--- config.mk ---
export PLATFORM = sky130hd
export DESIGN_NAME = pe_array_ctrl
export DESIGN_NICKNAME = d
export VERILOG_FILES = /design/src/rtl/pe_array_ctrl.sv
export SDC_FILE = /design/constraint.sdc
export NUM_CORES = 1
export LEC_CHECK = 0
export CAP_MARGIN = 10
export CORE_AREA = 2 2 91 93
export DETAILED_ROUTE_END_ITERATION = 10
export DIE_AREA = 0 0 93 95
export GPL_TIMING_DRIVEN = 0
export PLACE_DENSITY = 0.85
export SLEW_MARGIN = 20
export SYNTH_ARGS = -nofsm -noshare
export SYNTH_HDL_FRONTEND = slang
export SYNTH_SLANG_ARGS = --single-unit
--- constraint.sdc ---
create_clock -name clk -period 6.25 [get_ports clk]
set_input_delay 1.5625 -clock clk [delete_from_list [all_inputs] [get_ports clk]]
set_output_delay 1.5625 -clock clk [all_outputs]
set_load 0.01 [all_outputs]
--- src/rtl/pe_array_ctrl.sv ---
// Sequencer for a ROW_NUM x COLUMN_NUM unary PE array: weight load, unary compute, drain.
// Optional weight reuse (skip W_LOAD on request) is enabled by defining PE_ARRAY_CTRL_WEIGHT_REUSE_EN.
module pe_array_ctrl #(
    parameter int ROW_NUM                = 4,
    parameter int COLUMN_NUM             = 4,
    parameter int BINARY_WEIGHT_BITWIDTH = 4,
    parameter int M_END_BITWIDTH         = 8
) (
    input  logic                                              clk,
    input  logic                                              resetn,
    input  logic                                              start,
    input  logic [M_END_BITWIDTH-1:0]                         m_rows,
    input  logic                                              stall,
`ifdef PE_ARRAY_CTRL_WEIGHT_REUSE_EN
    input  logic                                              reuse_weights,
`endif
    output logic                                              busy,
    output logic                                              done,
    output logic [ROW_NUM-1:0][COLUMN_NUM-1:0]                weight_reg_en,
    output logic [ROW_NUM-1:0][COLUMN_NUM-1:0]                weight_reg_r0w1,
    output logic [ROW_NUM-1:0][COLUMN_NUM-1:0]                input_reg_en,
    output logic [ROW_NUM-1:0][COLUMN_NUM-1:0]                input_reg_r0w1,
    output logic [ROW_NUM-1:0][COLUMN_NUM-1:0]                rand_num_reg_en,
    output logic [ROW_NUM-1:0][COLUMN_NUM-1:0]                rand_num_reg_r0w1,
    output logic [ROW_NUM-1:0][COLUMN_NUM-1:0]                output_num_reg_en,
    output logic [ROW_NUM-1:0][COLUMN_NUM-1:0]                output_num_reg_r0w1,
    output logic [ROW_NUM-1:0][M_END_BITWIDTH-1:0]            M_end,
    output logic [((ROW_NUM > 1) ? $clog2(ROW_NUM) : 1)-1:0]  w_row_idx,
    output logic [M_END_BITWIDTH-1:0]                         in_row_idx,
    output logic [BINARY_WEIGHT_BITWIDTH-1:0]                 unary_cnt
);

    localparam int WIW = (ROW_NUM > 1) ? $clog2(ROW_NUM) : 1;
    localparam int DW  = (COLUMN_NUM > 1) ? $clog2(COLUMN_NUM) : 1;
    localparam int BW  = BINARY_WEIGHT_BITWIDTH;
    localparam int MW  = M_END_BITWIDTH;

    typedef enum logic [2:0] {IDLE, W_LOAD, COMPUTE, DRAIN, DONE} state_t;

    typedef logic [ROW_NUM-1:0][COLUMN_NUM-1:0] grid_t;

    state_t                       state, state_n;
    logic [WIW-1:0]               w_row_n;
    logic [MW-1:0]                in_row_n;
    logic [BW-1:0]                unary_n;
    logic [DW-1:0]                drain_cnt, drain_n;
    logic [ROW_NUM-1:0][MW-1:0]   m_end_n;
    grid_t                        wgt_q, inp_q, rnd_q, out_q;
    grid_t                        wgt_n, inp_n, rnd_n, out_n;

    always_comb begin
        state_n  = state;
        w_row_n  = w_row_idx;
        in_row_n = in_row_idx;
        unary_n  = unary_cnt;
        drain_n  = drain_cnt;
        m_end_n  = M_end;
        case (state)
            IDLE: begin
                if (start) begin
                    if (m_rows == '0) begin
                        state_n = DONE;
                    end else begin
                        for (int r = 0; r < ROW_NUM; r++) m_end_n[r] = m_rows - MW'(1);
                        w_row_n  = '0;
                        in_row_n = '0;
                        unary_n  = '0;
                        drain_n  = '0;
`ifdef PE_ARRAY_CTRL_WEIGHT_REUSE_EN
                        state_n  = reuse_weights ? COMPUTE : W_LOAD;
`else
                        state_n  = W_LOAD;
`endif
                    end
                end
            end
            W_LOAD: begin
                if (!stall) begin
                    if (w_row_idx == WIW'(ROW_NUM - 1)) begin
                        state_n = COMPUTE;
                        w_row_n = '0;
                    end else begin
                        w_row_n = w_row_idx + WIW'(1);
                    end
                end
            end
            COMPUTE: begin
                // M_end rows are all equal, so row 0 serves as the job's last input index
                if (!stall) begin
                    if (unary_cnt == {BW{1'b1}}) begin
                        unary_n = '0;
                        if (in_row_idx == M_end[0]) begin
                            state_n  = DRAIN;
                            in_row_n = '0;
                        end else begin
                            in_row_n = in_row_idx + MW'(1);
                        end
                    end else begin
                        unary_n = unary_cnt + BW'(1);
                    end
                end
            end
            DRAIN: begin
                if (!stall) begin
                    if (drain_cnt == DW'(COLUMN_NUM - 1)) begin
                        state_n = DONE;
                        drain_n = '0;
                    end else begin
                        drain_n = drain_cnt + DW'(1);
                    end
                end
            end
            DONE:    state_n = IDLE;
            default: state_n = IDLE;
        endcase
    end

    // Enable patterns are decoded from the next state so they line up with the registered counters
    always_comb begin
        wgt_n = '0;
        inp_n = '0;
        rnd_n = '0;
        out_n = '0;
        case (state_n)
            W_LOAD: begin
                for (int r = 0; r < ROW_NUM; r++)
                    if (w_row_n == WIW'(r)) wgt_n[r] = '1;
            end
            COMPUTE: begin
                for (int r = 0; r < ROW_NUM; r++) begin
                    rnd_n[r][0] = 1'b1;
                    inp_n[r][0] = (unary_n == '0);
                end
            end
            DRAIN:   out_n = '1;
            default: ;
        endcase
    end

    always_ff @(posedge clk or negedge resetn) begin
        if (!resetn) begin
            state      <= IDLE;
            w_row_idx  <= '0;
            in_row_idx <= '0;
            unary_cnt  <= '0;
            drain_cnt  <= '0;
            M_end      <= '0;
            busy       <= 1'b0;
            done       <= 1'b0;
            wgt_q      <= '0;
            inp_q      <= '0;
            rnd_q      <= '0;
            out_q      <= '0;
        end else begin
            state      <= state_n;
            w_row_idx  <= w_row_n;
            in_row_idx <= in_row_n;
            unary_cnt  <= unary_n;
            drain_cnt  <= drain_n;
            M_end      <= m_end_n;
            busy       <= (state_n != IDLE);
            done       <= (state_n == DONE);
            wgt_q      <= wgt_n;
            inp_q      <= inp_n;
            rnd_q      <= rnd_n;
            out_q      <= out_n;
        end
    end

    // While stalled the registers hold the frozen cycle; stall masks it so no PE moves data twice
    assign weight_reg_en       = stall ? '0 : wgt_q;
    assign weight_reg_r0w1     = stall ? '0 : wgt_q;
    assign input_reg_en        = stall ? '0 : inp_q;
    assign input_reg_r0w1      = stall ? '0 : inp_q;
    assign rand_num_reg_en     = stall ? '0 : rnd_q;
    assign rand_num_reg_r0w1   = stall ? '0 : rnd_q;
    assign output_num_reg_en   = stall ? '0 : out_q;
    assign output_num_reg_r0w1 = stall ? '0 : out_q;

endmodule

======== Word level (Yosys, flattened, before mapping) ========
Index checks and enable logic that the tools add are counted.
operators by class
  shifts and indexed selects .............. 0
  reductions and logical operators ........ 10
  add/sub/neg operators ................... 5
  magnitude comparators ................... 0
  divide/modulo/power cells ............... 0
  multiplexer cells ....................... 43
  bitwise logic cells ..................... 1
  equality and inequality tests ........... 19
  $mul .................................... 0
operators with widths
  cell                 count
  $mux 16              4
  $mux 8               5
  $mux 4               8
  $mux 3               9
  $mux 13              2
  $mux 2               8
  $pmux 8 s2           1
  $eq 3x2->1 const B   4
  $pmux 3 s4           1
  $ne 2x2->1 const B   5
  $add 8x1->8 const B  1
  $eq 2x2->1 const B   4
  $eq 8x8->1           1
  $logic_not 8->1      1
  $pmux 2 s2           2
  $pmux 4 s2           1
  $sub 8x1->8 const B  1
  $eq 3x1->1 const B   2
  $reduce_and 5->1     1
  $add 2x1->2 const B  2
  $add 4x1->4 const B  1
  $eq 4x4->1 const B   1
  $logic_not 4->1      1
  $reduce_and 4->1     1
  9 further kinds      11
word-level totals
  input bits .............................. 12
  output and inout port bits .............. 176
  bits in writable memories ............... 0
  latch bits .............................. 0
  memories ................................ 0
  flip-flop bits (word level) ............. 63
  ROM bits ................................ 0
  word-level logic and storage cells ...... 96

======== Longest topological paths before layout ========
  depth in word-level cells ............... 7
  depth in mapped cells ................... 8

======== Worst setup path after synthesis ========
Ideal clock, no wire load.
  path kind ............................... input port to output port
  start point ............................. in stall
  end point ............................... out output_num_reg_en[10] in the netlist's numbering
  data arrival time ....................... 3.352 ns
  stages .................................. 4
  required time ........................... 4.688 ns
  slack ................................... 1.336 ns
  cells stage by stage .................... buf_6 clkbuf_1 nor2b_1 buf_4
RTL lines
  item                line  RTL
  start: declaration  13    input logic stall,
  end: declaration    25    output logic [ROW_NUM-1:0][COLUMN_NUM-1:0] output_num_reg_en,

==> flow_metrics.tcl <==
set metrics [dict create \
    status "finished clean" \
    grt_util_all_layers_pct 17.9 \
    port_buffers 138 \
    cts_buffers 5 \
    clkPwrFrac_pct 9.8 \
    antenna_found_initial 0 \
    layout_min_cycle_time_ps 4740 \
    critPathMaxFanout 25 \
    drive_above_1_share_pct 31.1 \
    grt_max_degree 26 \
    die_area_um2 8840 \
    p_sw_mw 0.630 \
    synth.yosys.warnings 0 \
    cp_num_buf_inv 5 \
    clkLatencyLatePin_ps 300 \
    drv_cap 0 \
    fin_nets 573 \
    vias 2776 \
    initial_core_util_pct 39.8 \
    placedCellCount 654 \
    synth_top_area_cell "buf_4" \
    cts_root_buffer "clkbuf_8" \
    synth_cells 362 \
    syn_avg_cell_area_um2 8.71 \
    cp_slowest_stage_delay_ps 530 \
    hold_class "reg -> reg" \
    drtPass1Iterations 4 \
    rsz0062_at_grt "false" \
    vdd_drop_max_uv 284 \
    io_pins 188 \
    setup_ws_ps 1510 \
    p_comb_share_pct 67.6 \
    worstMarginPinSlew_ps 592 \
    gp_congestion 0.862 \
    syn_area_um2 3150 \
    cts_tree "built" \
    antenna_cells 0 \
    row_count 33 \
    clock-sinks 36 \
    placed_area_um2 4880 \
    p_sw_share_pct 36.7 \
    clockBufferDepth 2 \
    grt_overflow 0 \
    grt_pass1_vias 2630 \
    fin_hold_ws_ps 554 \
    slew_violations 0 \
    cp_cell_sequence "buf_6 > clkbuf_1 > nor2b_2 > buf_6 > buf_4 > clkdlybuf4s50_1" \
    pre_cts_ws_ps 1490 \
    cts_hold_buf 0 \
    path_clk_slew_ps 80 \
    cellInternalPower_mw 1.08 \
    ys_seq_area_share_pct 28.6 \
    p_seq_share_pct 22.7 \
    setup_violations 0 \
    via_per_inst 4.19 \
    finClkSkew_ps 4.81 \
    cts_resized 0 \
    synth_top_area_share_pct 34.5 \
    synth_seq_cells 36 \
    crit_required_ps 4690 \
    die_h_um 95 \
    async_flop_share_pct 100 \
    ant_nets 0 \
    cp_slowest_cell "clkdlybuf4s50_1" \
    finalCritPeriodShare_pct 75.8 \
    max_freq_ghz 0.211 \
    power_mw 1.71 \
    synth-edff-count 0 \
    dp_hpwl_um 6700 \
    ys_types 44 \
    cpMostUsedCell "buf_6" \
    ys_top_cells_by_area "buf_4 35%, dfrtp_1 29%, nand2_1 3.6%, xor2_1 3.1%, xnor2_1 2.2%" \
    coreArea_um2 7930 \
    crit_family "buffers and inverters" \
    max_slew_margin_pct 60.5 \
    die_x_um 93 \
    grt_pass1_wl_um 12700 \
    htreeDepth 2 \
    leakagePower_nw 2.41 \
    mostFrequentLayoutCells "145 x buf_4, 137 x clkdlybuf4s50_1, 48 x conb_1" \
    design_area_um2 4960 \
    hold_viol 0 \
    critPathLaunchType "input port" \
    finalSetupTns_ps 0 \
    final_common_cell "buf_4" \
    post_cts_buffers 0 \
    crit_type "in -> out" \
    p_per_area_nw_per_um2 345 \
    drc_errors 0 \
    fin_util_pct 62.6 \
    worst_ep_arrival_time_ps 3180 \
    drtIter0Drc 97 \
    totalWireLength_um 8090 \
    end_kind "output pin" \
    instances_no_fill 662 \
    wl_per_cell_um 12.2 \
    synth_ff_type "dfrtp_1" \
    syn2layout_area_growth_pct 57.5 \
]
synth_stat cells (all sizes together) (6+ instances only):
cell    number
buf        150
dfrtp       36
nand2       30
nor2        19
o21ai       13
xor2        11
a21oi       10
inv         10
nor2b        8
xnor2        8
nand3        7
nand2b       6
metal layers:
layer / wire, um / track usage (%)
met5: 0 / 0
met1: 2960 / 18.9
met3: 744 / 4.71
met4: 112 / 6.25
met2: 4270 / 34.4
worst paths after layout:
check | start | endpoint | slack [ps] | depth (start not counted)
max | stall | output_num_reg_en[13] | 1510 | 6
min | drain_cnt[1] | drain_cnt[1] | 550 | 2
max reg2reg | state[2] | inp_q[12] | 4250 | 7
min reg2reg | drain_cnt[1] | drain_cnt[1] | 550 | 2
max in group asynchronous | resetn | unary_cnt[3] | 4640 | 2
min in group asynchronous | resetn | in_row_idx[5] | 1170 | 1
worst reg2reg max path, cell delays in order (launching register included):
cell and delay [ps]:
dfrtp_1 360, clkbuf_2 190, nor4b_4 340, a21bo_1 290
buf_6 150, nand2_1 130, o22ai_1 100, nor4_1 300
power groups by stage:
stage	Clock (mW)	Combinational (mW)	Sequential, mW
global placement	0	1.13	0.390
CTS	0.171	1.17	0.391
finish	0.168	1.16	0.388
detailed placement	0	1.16	0.393
global route	0.182	1.25	0.402
floorplan	0	0.624	0.392
area by class of cell:
class / instances / area [um^2]
fill: 657 / 2960
timing repair buffer: 140 / 1420
multi-input combinational: 209 / 1240
buffer: 154 / 1150
sequential: 36 / 901
tap: 105 / 131
clock buffer: 5 / 68.8
inverter: 10 / 37.5
clock inverter: 3 / 18.8
logic make-up (layout without fill, tap and decap cells):
logic type,Yosys count,count (layout),share of synthesized area (%)
muxes,4,4,1.31
xor gates and xnor gates,19,19,5.28
and+or+nand+nor,88,88,15.4
buffers and inverters,164,312,37.8
AOI/OAI and AO/OA,45,45,9.45
other,1,48,0.119
DFF,36,36,28.6
adders and majority gates,5,5,1.98
state kept, by name (all words and copies together), names as in the netlist:
name and cells:
rnd_q 1, M_end 8, busy 1, drain_cnt 2, in_row_idx 8, inp_q 1, state 3, wgt_q 4
out_q 1, unary_cnt 4, done 1, w_row_idx 2
(Power assumes the default switching activity.)
